### config.mk
export PLATFORM = sky130hd
export DESIGN_NAME = char_hp_ctrl
export DESIGN_NICKNAME = d
export VERILOG_FILES = /design/src/rtl/game_pkg.sv /design/src/rtl/box_overlap.sv /design/src/rtl/char_hp_ctrl.sv
export SDC_FILE = /design/constraint.sdc
export NUM_CORES = 1
export LEC_CHECK = 0
export CORE_MARGIN = 8
export CORE_UTILIZATION = 50
export DETAILED_ROUTE_END_ITERATION = 7
export PLACE_DENSITY_LB_ADDON = 0.25
export SETUP_SLACK_MARGIN = 0.3
export SYNTH_ARGS = -nofsm -noshare
export SYNTH_HDL_FRONTEND = slang
export SYNTH_SLANG_ARGS = --single-unit
### constraint.sdc
create_clock -name clk -period 3.3 [get_ports clk]
set_input_delay 0.99 -clock clk [delete_from_list [all_inputs] [get_ports clk]]
set_output_delay 0.99 -clock clk [all_outputs]
set_load 0.01 [all_outputs]
### src/rtl/game_pkg.sv
// Shared game-level types and constants: health FSM encoding, fight-state
// code and default tuning values for the player health controller.
package game_pkg;

    typedef enum logic [1:0] {
        IDLE   = 2'd0,
        ALIVE  = 2'd1,
        INVULN = 2'd2,
        DEAD   = 2'd3
    } hp_state_t;

    // game_active value meaning "fight running"; anything else freezes play.
    localparam logic [1:0] GAME_FIGHT = 2'b01;

    localparam int unsigned POS_W = 12;

    localparam int unsigned DEF_MAX_HP      = 5;
    localparam int unsigned DEF_CONTACT_DMG = 1;
    localparam int unsigned DEF_PROJ_DMG    = 2;
    localparam int unsigned DEF_HEAL_AMT    = 1;
    localparam int unsigned DEF_IFRAMES     = 60;

    // Absolute difference of two screen coordinates, widened so it never wraps.
    function automatic logic [POS_W:0] abs_diff(input logic [POS_W-1:0] a,
                                                 input logic [POS_W-1:0] b);
        if (a >= b) begin
            return {1'b0, a} - {1'b0, b};
        end else begin
            return {1'b0, b} - {1'b0, a};
        end
    endfunction

endpackage

### src/rtl/box_overlap.sv
// Combinational axis-aligned box test using centre positions and full
// extents. Boxes whose edges only touch are not considered overlapping.
module box_overlap
    import game_pkg::*;
(
    input  logic [POS_W-1:0] a_x,
    input  logic [POS_W-1:0] a_y,
    input  logic [POS_W-1:0] a_w,
    input  logic [POS_W-1:0] a_h,
    input  logic [POS_W-1:0] b_x,
    input  logic [POS_W-1:0] b_y,
    input  logic [POS_W-1:0] b_w,
    input  logic [POS_W-1:0] b_h,
    output logic             hit
);

    logic [POS_W:0] dx;
    logic [POS_W:0] dy;
    logic [POS_W:0] half_w;
    logic [POS_W:0] half_h;

    // Centre distance against half the summed extents, per axis, in 13 bits.
    always_comb begin
        dx     = abs_diff(a_x, b_x);
        dy     = abs_diff(a_y, b_y);
        half_w = ({1'b0, a_w} + {1'b0, b_w}) >> 1;
        half_h = ({1'b0, a_h} + {1'b0, b_h}) >> 1;
        hit    = (dx < half_w) && (dy < half_h);
    end

endmodule

### src/rtl/char_hp_ctrl.sv
// Player health controller. Owns char_hp, evaluates body contact and
// projectile hits once per frame, applies saturating damage/heal and runs
// invulnerability frames after each hit.
//
// Pulse inputs (frame_tick, game_start, boss_hit, heal_req) are one-cycle
// strobes sampled on the rising clock edge; there is no back-pressure.
// boss_hit/heal_req are latched into sticky pending flags until the next
// active frame_tick consumes them. All outputs are registered.
module char_hp_ctrl
    import game_pkg::*;
#(
    parameter int unsigned MAX_HP      = DEF_MAX_HP,
    parameter int unsigned CONTACT_DMG = DEF_CONTACT_DMG,
    parameter int unsigned PROJ_DMG    = DEF_PROJ_DMG,
    parameter int unsigned HEAL_AMT    = DEF_HEAL_AMT,
    parameter int unsigned IFRAMES     = DEF_IFRAMES
) (
    input  logic             clk,
    input  logic             rst,
    input  logic             frame_tick,
    input  logic             game_start,
    input  logic [1:0]       game_active,
    input  logic [POS_W-1:0] char_x,
    input  logic [POS_W-1:0] char_y,
    input  logic [POS_W-1:0] char_lng,
    input  logic [POS_W-1:0] char_hgt,
    input  logic [POS_W-1:0] boss_x,
    input  logic [POS_W-1:0] boss_y,
    input  logic [POS_W-1:0] boss_lng,
    input  logic [POS_W-1:0] boss_hgt,
    input  logic             boss_hit,
    input  logic             heal_req,
    output logic [3:0]       char_hp,
    output logic             char_dead,
    output logic             invuln,
    output logic             hit_pulse,
    output hp_state_t        state_dbg
);

    hp_state_t  state, state_n;
    logic [3:0] hp_n;
    logic [7:0] iframe_cnt, iframe_cnt_n;
    logic       hit_pend, hit_pend_n;
    logic       heal_pend, heal_pend_n;
    logic       hit_pulse_n;
    logic       overlap, overlap_q;

    logic       active_tick;
    logic       eff_hit;
    logic [4:0] dmg;
    logic [4:0] hp_ext;
    logic [3:0] hp_sub;
    logic [4:0] hp_heal_sum;
    logic [3:0] hp_heal;

    box_overlap u_box_overlap (
        .a_x (char_x),
        .a_y (char_y),
        .a_w (char_lng),
        .a_h (char_hgt),
        .b_x (boss_x),
        .b_y (boss_y),
        .b_w (boss_lng),
        .b_h (boss_hgt),
        .hit (overlap)
    );

    assign state_dbg = state;

    // Damage / heal arithmetic for the current frame. A boss_hit coinciding
    // with the tick counts for it, so it is folded in alongside hit_pend.
    always_comb begin
        active_tick = frame_tick && (game_active == GAME_FIGHT);
        eff_hit     = hit_pend || boss_hit;
        dmg         = (eff_hit   ? 5'(PROJ_DMG)    : 5'd0)
                    + (overlap_q ? 5'(CONTACT_DMG) : 5'd0);
        hp_ext      = {1'b0, char_hp};
        hp_sub      = (dmg >= hp_ext) ? 4'd0 : 4'(hp_ext - dmg);
        hp_heal_sum = hp_ext + 5'(HEAL_AMT);
        hp_heal     = (hp_heal_sum > 5'(MAX_HP)) ? 4'(MAX_HP) : hp_heal_sum[3:0];
    end

    // Next-state logic for the health FSM, HP, i-frame counter and pending flags.
    always_comb begin
        state_n      = state;
        hp_n         = char_hp;
        iframe_cnt_n = iframe_cnt;
        hit_pend_n   = hit_pend || boss_hit;
        heal_pend_n  = heal_pend || heal_req;
        hit_pulse_n  = 1'b0;

        if (game_start) begin
            // Restart wins over every other event in the same cycle.
            state_n      = ALIVE;
            hp_n         = 4'(MAX_HP);
            iframe_cnt_n = 8'd0;
            hit_pend_n   = 1'b0;
            heal_pend_n  = 1'b0;
        end else if (active_tick) begin
            // Flags are consumed in every state; a heal arriving on the tick
            // itself is shadowed by consumption and kept for the next frame.
            hit_pend_n  = 1'b0;
            heal_pend_n = heal_req;
            case (state)
                ALIVE: begin
                    if (dmg != 5'd0) begin
                        hp_n        = hp_sub;
                        hit_pulse_n = 1'b1;
                        if (hp_sub == 4'd0) begin
                            state_n = DEAD;
                        end else begin
                            state_n      = INVULN;
                            iframe_cnt_n = 8'(IFRAMES);
                        end
                    end else if (heal_pend) begin
                        hp_n = hp_heal;
                    end
                end
                INVULN: begin
                    // Damage is ignored here, including on the exit tick.
                    iframe_cnt_n = iframe_cnt - 8'd1;
                    if (iframe_cnt == 8'd1) begin
                        state_n = ALIVE;
                    end
                    if (heal_pend) begin
                        hp_n = hp_heal;
                    end
                end
                DEAD: begin
                    hp_n = 4'd0;
                end
                default: begin
                    // IDLE holds HP until a game starts.
                end
            endcase
        end
    end

    // State register, registered outputs and the one-cycle overlap sample.
    always_ff @(posedge clk or negedge rst) begin
        if (!rst) begin
            state      <= IDLE;
            char_hp    <= 4'd0;
            iframe_cnt <= 8'd0;
            hit_pend   <= 1'b0;
            heal_pend  <= 1'b0;
            hit_pulse  <= 1'b0;
            char_dead  <= 1'b0;
            invuln     <= 1'b0;
            overlap_q  <= 1'b0;
        end else begin
            state      <= state_n;
            char_hp    <= hp_n;
            iframe_cnt <= iframe_cnt_n;
            hit_pend   <= hit_pend_n;
            heal_pend  <= heal_pend_n;
            hit_pulse  <= hit_pulse_n;
            char_dead  <= (state_n == DEAD);
            invuln     <= (state_n == INVULN);
            overlap_q  <= overlap;
        end
    end

endmodule

; Word level (Yosys, flattened, before mapping)
; Cells that the tools add are included.
[op_classes]
n_addsub = 10
magnitude_cmp = 6
n_eq_ne = 9
n_mux = 30
n_reduce_logical = 11
[ops]
columns = operator, n
row1 = subtractor 12 x 12 -> 13 bit, 4
row2 = two-way mux 8 bit, 4
row3 = adder 12 x 12 -> 13 bit, 2
row4 = less-than comparator 13 x 12 -> 1 bit, 2
row5 = two-way mux 13 bit, 2
row6 = greater-or-equal comparator 12 bit, 2
row7 = two-way mux 4 bit, 6
row8 = one-hot mux 8 bit (2 select lines), 1
row9 = one-hot mux 4 bit (3 select lines), 1
row10 = two-way mux 1 bit, 10
row11 = two-way mux 2 bit, 5
row12 = == test 2 bit (second input constant), 4
row13 = == test 8 x 1 -> 1 bit (second input constant), 1
row14 = subtractor 8 x 1 -> 8 bit (second input constant), 1
row15 = inequality test 3 bit (second input constant), 2
row16 = adder 4 x 1 -> 5 bit (second input constant), 1
row17 = > comparator 5 x 3 -> 1 bit (second input constant), 1
row18 = nonzero test 5 bit, 1
row19 = == test 2 x 1 -> 1 bit (second input constant), 2
row20 = greater-or-equal comparator 3 x 4 -> 1 bit, 1
row21 = zero test 4 bit, 1
row22 = one-hot mux 2 bit (2 select lines), 1
row23 = AND reduction 4 bit, 1
row24 = nonzero test 4 bit, 1
row25 = 7 further kinds, 9
[totals]
ff_bits = 20
elab_cells = 75

; Depth between registers and ports, before layout
[logic_depth]
ltp_word = 12
ltp_mapped = 19
depth_no_buf = 16

; Modules after synthesis
; A second synthesis with hierarchy kept.
[hier_totals]
cells_unflattened = 644
area_unflattened_um2 = 5225.0
[modules_own_cells]
columns = module, n_inst, cells_per_inst, area_per_inst_um2, seq_area_each_um2
row1 = box_overlap, 1, 480, 3712.3, 0.0
row2 = char_hp_ctrl, 1, 164, 1512.7, 500.5

; Least setup slack after synthesis
; OpenSTA, ideal clock, no wires.
[synth_path]
path_type = input -> register
from = input port char_y[7]
to = register overlap_q
t_arrival_ps = 4391
required_ps = 3199
path_slack_ps = -1192
stages = 18
cell_sequence = inv_1 -> ha_1 -> buf_6 -> nand4_4 -> or3_1 -> a311o_1 -> and3b_1 -> buf_6 -> mux2_2 -> ha_1 -> a21boi_0 -> o21a_1 -> o21ai_0 -> a21oi_1 -> o41a_1 -> a31oi_1 -> o21ai_0 -> nor4_1
[synth_via]
elab_chain_len = 4
[synth_rtl]
columns = item, line
row1 = "start, declared", char_hp_ctrl.sv:24  ; input logic [POS_W-1:0] char_y,
row2 = "subtractor 12 x 12 -> 13 bit, or another cell as far along", game_pkg.sv:29  ; return {1'b0, b} - {1'b0, a};
row3 = two-way mux 13 bit (*), game_pkg.sv:26  ; if (a >= b) begin
row4 = less-than comparator 13 x 12 -> 1 bit (*), box_overlap.sv:28  ; hit = (dx < half_w) && (dy < half_h);
row5 = logical AND 1 bit (*), box_overlap.sv:28
row6 = via overlap, char_hp_ctrl.sv:46  ; logic overlap, overlap_q;
row7 = "end signal, assigned", char_hp_ctrl.sv:160  ; overlap_q <= overlap;
row8 = "end, declared", char_hp_ctrl.sv:46
; The timed path passes the listed nets; every way through them passes the cells marked *.
; A chain may end at the register's enable or synchronous reset.

; Worst setup path in the final report
[layout_path]
from = input port char_x[3]
to = register overlap_q
[layout_via]
elab_chain_len = 4
[layout_rtl]
columns = item, line
row1 = "start, declared", char_hp_ctrl.sv:23  ; input logic [POS_W-1:0] char_x,
row2 = "subtractor 12 x 12 -> 13 bit, or another cell as far along", game_pkg.sv:29
row3 = two-way mux 13 bit (*), game_pkg.sv:26
row4 = less-than comparator 13 x 12 -> 1 bit (*), box_overlap.sv:28
row5 = logical AND 1 bit (*), box_overlap.sv:28
row6 = via overlap, char_hp_ctrl.sv:46
; Marks and branches as above.

==> results_tabular.tex <==
\begin{tabular}{lr}
\hline
Metric & Value \\
\hline
\multicolumn{2}{l}{\textbf{Layout}} \\
\quad Area of the multi-input gates & between 4000 and 5000 sq um \\
\quad \# nets final & 1,143 \\
\quad Number of fill cells in the layout & around 610 \\
\quad Area taken by flip-flops and latches & about 500 sq um \\
\quad Fraction of final layout cells with drive strength greater than 1 & between 30 and 40\% \\
\quad Area added between synthesis and finish & 61.90\% \\
\multicolumn{2}{l}{\textbf{STA}} \\
\quad Final Max Slew Viols & 0 \\
\quad Accumulated negative setup slack & -0.9399 ns \\
\quad Maximum clock skew at final layout & slightly below 0.004 ns \\
\quad Worst-Margin Slew & 0.7588 ns \\
\quad Rel. slew slack & about half \\
\quad Hold slack final & approximately 0.62 ns \\
\quad Highest clock frequency the design can meet & between 200 and 250 MHz \\
\quad Period utilization & 128.5\% \\
\quad Final worst setup slack & -0.9399 ns \\
\quad Final worst path period need & about 4.2 ns \\
\quad Final Setup Violations & 1 \\
\quad Setup repair after global routing missed its margin & yes \\
\quad Final Hold Vio Count & 0 \\
\multicolumn{2}{l}{\textbf{Drt}} \\
\quad Number of iterations in the first detailed-routing pass & 5 \\
\quad Number of nets still failing antenna checks after routing & 0 \\
\quad Drt via density & roughly 5.7 \\
\quad Number of DRC markers in iteration 0 & approximately 420 \\
\quad Number of vias in the routed layout & around 6,000 \\
\quad DRC violation count after routing & 0 \\
\quad Detail-routed net length per standard cell & 16.67 um \\
\quad Total wire length & between 15,000 and 20,000 um \\
\multicolumn{2}{l}{\textbf{Yosys}} \\
\quad Cell types with the largest area share after synthesis & ha\_1, dfrtp\_1, inv\_1 \\
\quad Mean post-synth cell area & a little under 8 sq um \\
\quad Most common flop cell mapped by yosys & dfrtp\_1 \\
\quad Post-synthesis async set-or-reset flop share & between 90\% and 100\% \\
\quad Mapped Area & 5054 sq um \\
\quad Unique cell type count in the Yosys netlist & 61 \\
\quad Proportion of synthesized chip area in sequential cells & about a tenth \\
\quad FF+latch count, synth & 20 \\
\quad Synthesized netlist net count & 868 \\
\quad Cell accounting for the most synthesized area & ha\_1 \\
\quad Cells after synthesis & about 660 \\
\quad Yosys top cell area share & between 20\% and 30\% \\
\quad Number of enable flip-flop cells after synthesis & 0 \\
\quad Number of warnings issued by yosys & 0 \\
\multicolumn{2}{l}{\textbf{Critical path}} \\
\quad Type of the worst setup path & input port to register \\
\quad Crit Path Max Fanout & 6 \\
\quad Cell seen most often among critical-path stages & buf\_6 \\
\quad Crit path cell chain & clkdlybuf4s50\_1, inv\_2, ha\_4, o21a\_1, o31a\_1, o311a\_1, or2\_4, buf\_6, buf\_6, a21oi\_2, o2111ai\_2, a31oi\_2, xnor2\_1, ha\_1, a211oi\_2, o211ai\_1, nor4\_1 \\
\quad Largest stage delay on the critical path & just under 0.5 ns \\
\quad Critical path data arrival time & approximately 4.4 ns \\
\quad Worst setup EP type & register \\
\quad Required arrival time at the worst endpoint & roughly 3.5 ns \\
\quad Critical-path cell with the highest stage delay & clkdlybuf4s50\_1 \\
\quad Crit start category & input port \\
\multicolumn{2}{l}{\textbf{Placement}} \\
\quad Final weighted congestion of routability-driven global placement & between 0.9 and 1 \\
\quad HPWL after detailed placement & 13,500 um \\
\quad Count of input and output buffers & 112 \\
\multicolumn{2}{l}{\textbf{Outcome}} \\
\quad Status & finished with violations \\
\quad Failing checks & negative setup slack \\
\multicolumn{2}{l}{\textbf{Die}} \\
\quad Placeable Area & just under 10,000 sq um \\
\quad I/O pin total & $\sim$110 \\
\quad Starting Density & approximately half \\
\quad DIE WIDTH & $\sim$120 um \\
\quad Core Rows & 36 \\
\quad Y dimension of the die & $\sim$120 um \\
\quad Area enclosed by the die boundary & $\sim$14,000 sq um \\
\multicolumn{2}{l}{\textbf{CTS}} \\
\quad Clk Latency, worst-skew pair & between 0.2 and 0.3 ns \\
\quad Clock-pin transition on the worst setup and hold timing paths & $\sim$0.09 ns \\
\quad CTS tree & yes \\
\quad H-Tree Level Count & 1 \\
\quad Number of buffers created by CTS & 3 \\
\quad Buffers from clock root to sink, at most & 2 \\
\quad Total clock sinks & 20 \\
\quad CTS Hold Bufs & 0 \\
\quad Root buffer cell & clkbuf\_8 \\
\multicolumn{2}{l}{\textbf{Run}} \\
\quad Max-Cap Viols & 0 \\
\multicolumn{2}{l}{\textbf{Global route}} \\
\quad Number of global-route vias before repair & 6,308 \\
\quad Largest net degree at the start of global routing & 21 \\
\quad Wire length of the first global-routing pass & roughly 28,000 um \\
\quad Aggregate global-route resource usage & approximately a quarter \\
\quad Number of antenna violations at the first check in global routing & 2 \\
\quad Global-route congestion overflow total & 0 \\
\multicolumn{2}{l}{\textbf{Pwr}} \\
\quad Overall Power & about 2.1 mW \\
\quad Maximum ir drop on the vdd rail & between 0.15 and 0.2 mV \\
\quad Leakage power of the design & 3.984 nW \\
\quad Pwr dens & roughly 260 nW/um\^{}2 \\
\multicolumn{2}{l}{\textbf{Worst hold path}} \\
\quad Hold crit path type & register to register \\
\hline
\end{tabular}
-- cells in the final DEF (no fill, tap or decap), types with 5 or more instances in the layout --
cell / n
a211oi_1: 6
a211oi_2: 5
a21o_1: 23
a21oi_1: 51
a31oi_1: 6
and2_1: 5
buf_4: 166
buf_6: 19
clkbuf_2: 11
clkdlybuf4s50_1: 70
dfrtp_1: 20
dlygate4sd2_1: 8
dlymetal6s2s_1: 13
fa_1: 6
ha_1: 75
ha_4: 25
inv_1: 65
inv_2: 16
mux2_2: 7
mux2i_1: 7
nand2_1: 26
nand3_1: 7
nand3b_1: 6
nand4_1: 6
nor2_1: 52
nor2b_1: 5
nor3_1: 14
o211ai_1: 8
o21a_1: 9
o21ai_0: 33
o21ai_1: 8
o21bai_1: 12
or3_1: 5
xnor2_1: 26
xor2_1: 13
-- cells in the mapped netlist (3+ instances only) --
master	instances
a211oi_1	11
a21boi_0	3
a21o_1	23
a21oi_1	55
a311oi_1	3
a31o_2	5
a31oi_1	8
and2_1	5
buf_2	7
buf_6	5
clkbuf_1	6
dfrtp_1	20
fa_1	7
ha_1	101
inv_1	83
mux2_2	8
mux2i_1	12
nand2_1	27
nand3_1	7
nand3b_1	6
nand4_1	6
nor2_1	55
nor2b_1	5
nor3_1	17
nor4_1	4
o211ai_1	8
o21a_1	9
o21ai_0	44
o21bai_1	12
o221ai_1	4
o22ai_1	3
o31a_1	3
o31ai_1	5
or3_1	6
xnor2_1	27
xor2_1	13
-- cells by family after synthesis --
group                      synth area share, %
AOI/OAI and AO/OA                        27.19
and+or+nand+nor                          14.78
muxes                                    4.605
DFF                                      9.903
adders and majority gates                27.78
xor gates and xnor gates                 6.932
buffers and inverters                    8.814
-- path summary, 6_finish.rpt --
check | from | to | slack, ns | cells past startpoint
max reg2reg | char_hp[0] | iframe_cnt[7] | 0.39 | 13
min | iframe_cnt[7] | iframe_cnt[7] | 0.62 | 2
min in group asynchronous | rst | hit_pend | 1.08 | 2
min reg2reg | iframe_cnt[7] | iframe_cnt[7] | 0.62 | 2
max | char_x[3] | overlap_q | -0.94 | 17
max in group asynchronous | rst | state_dbg[1] | 2.00 | 2
-- metrics by stage --
| step | setup WS, ns | instance area [sq um] | utilization [%] | std cells |
|---|---|---|---|---|
| 2_1_floorplan | -0.9466 | 5067 | - | 656 |
| 3_3_place_gp | -1.466 | 7381 | 75.51 | 1036 |
| 3_5_place_dp | -1.576 | 7381 | 75.51 | 1036 |
| 4_1_cts | -0.9402 | 7939 | 81.22 | 1055 |
| 5_1_grt | -1.097 | 8182 | 83.70 | 1065 |
| 6_report | -0.9399 | 8182 | 83.70 | 1065 |
-- critical path, delay by kind of cell --
kind	cells	cell delay, ns
simple gates	2	0.55
buf+inv	4	0.81
fa+ha+maj	2	0.59
compound gates	8	1.34
xor+xnor	1	0.12
-- metal layers --
| layer | vias to the layer above | GRT usage [%] | routed length [um] |
|---|---|---|---|
| li1 | 2899 | - | - |
| met1 | 2846 | 30.49 | 7645 |
| met2 | 242 | 45.53 | 8740 |
| met3 | 38 | 2.947 | 1015 |
| met4 | 0 | 5.375 | 350 |
| met5 | - | 0 | 0 |
-- report_power, final --
group / total (mW) / switching (mW) / internal [mW]
registers: 0.275 / 0.0189 / 0.257
logic: 1.60 / 0.755 / 0.844
clock network: 0.256 / 0.0939 / 0.162
total: 2.13 / 0.868 / 1.26
-- state kept, by name (all words and copies together), names as in the netlist --
name        count
iframe_cnt      8
char_hp         4
state_dbg       2
char_dead       1
heal_pend       1
hit_pend        1
hit_pulse       1
invuln          1
overlap_q       1
-- repair_timing --
action                                  4_1_cts  5_1_grt
setup buffers                                14        8
pin swaps                                    43       47
resized for setup                           127       93
endpoints found under the setup margin       12       12
cloned                                        1        0
-- final cells by class --
type / instances / area share (%)
Tap cell: 133 / 2.034
Antenna cell: 2 / 0.06117
Clock buffer: 3 / 0.5047
Timing Repair Buffer: 291 / 30.30
Inverter: 83 / 3.869
Clock inverter: 1 / 0.3670
Sequential cell: 20 / 6.117
Multi-Input combinational cell: 532 / 56.75
No activity file was read; power rests on OpenSTA's default activity.
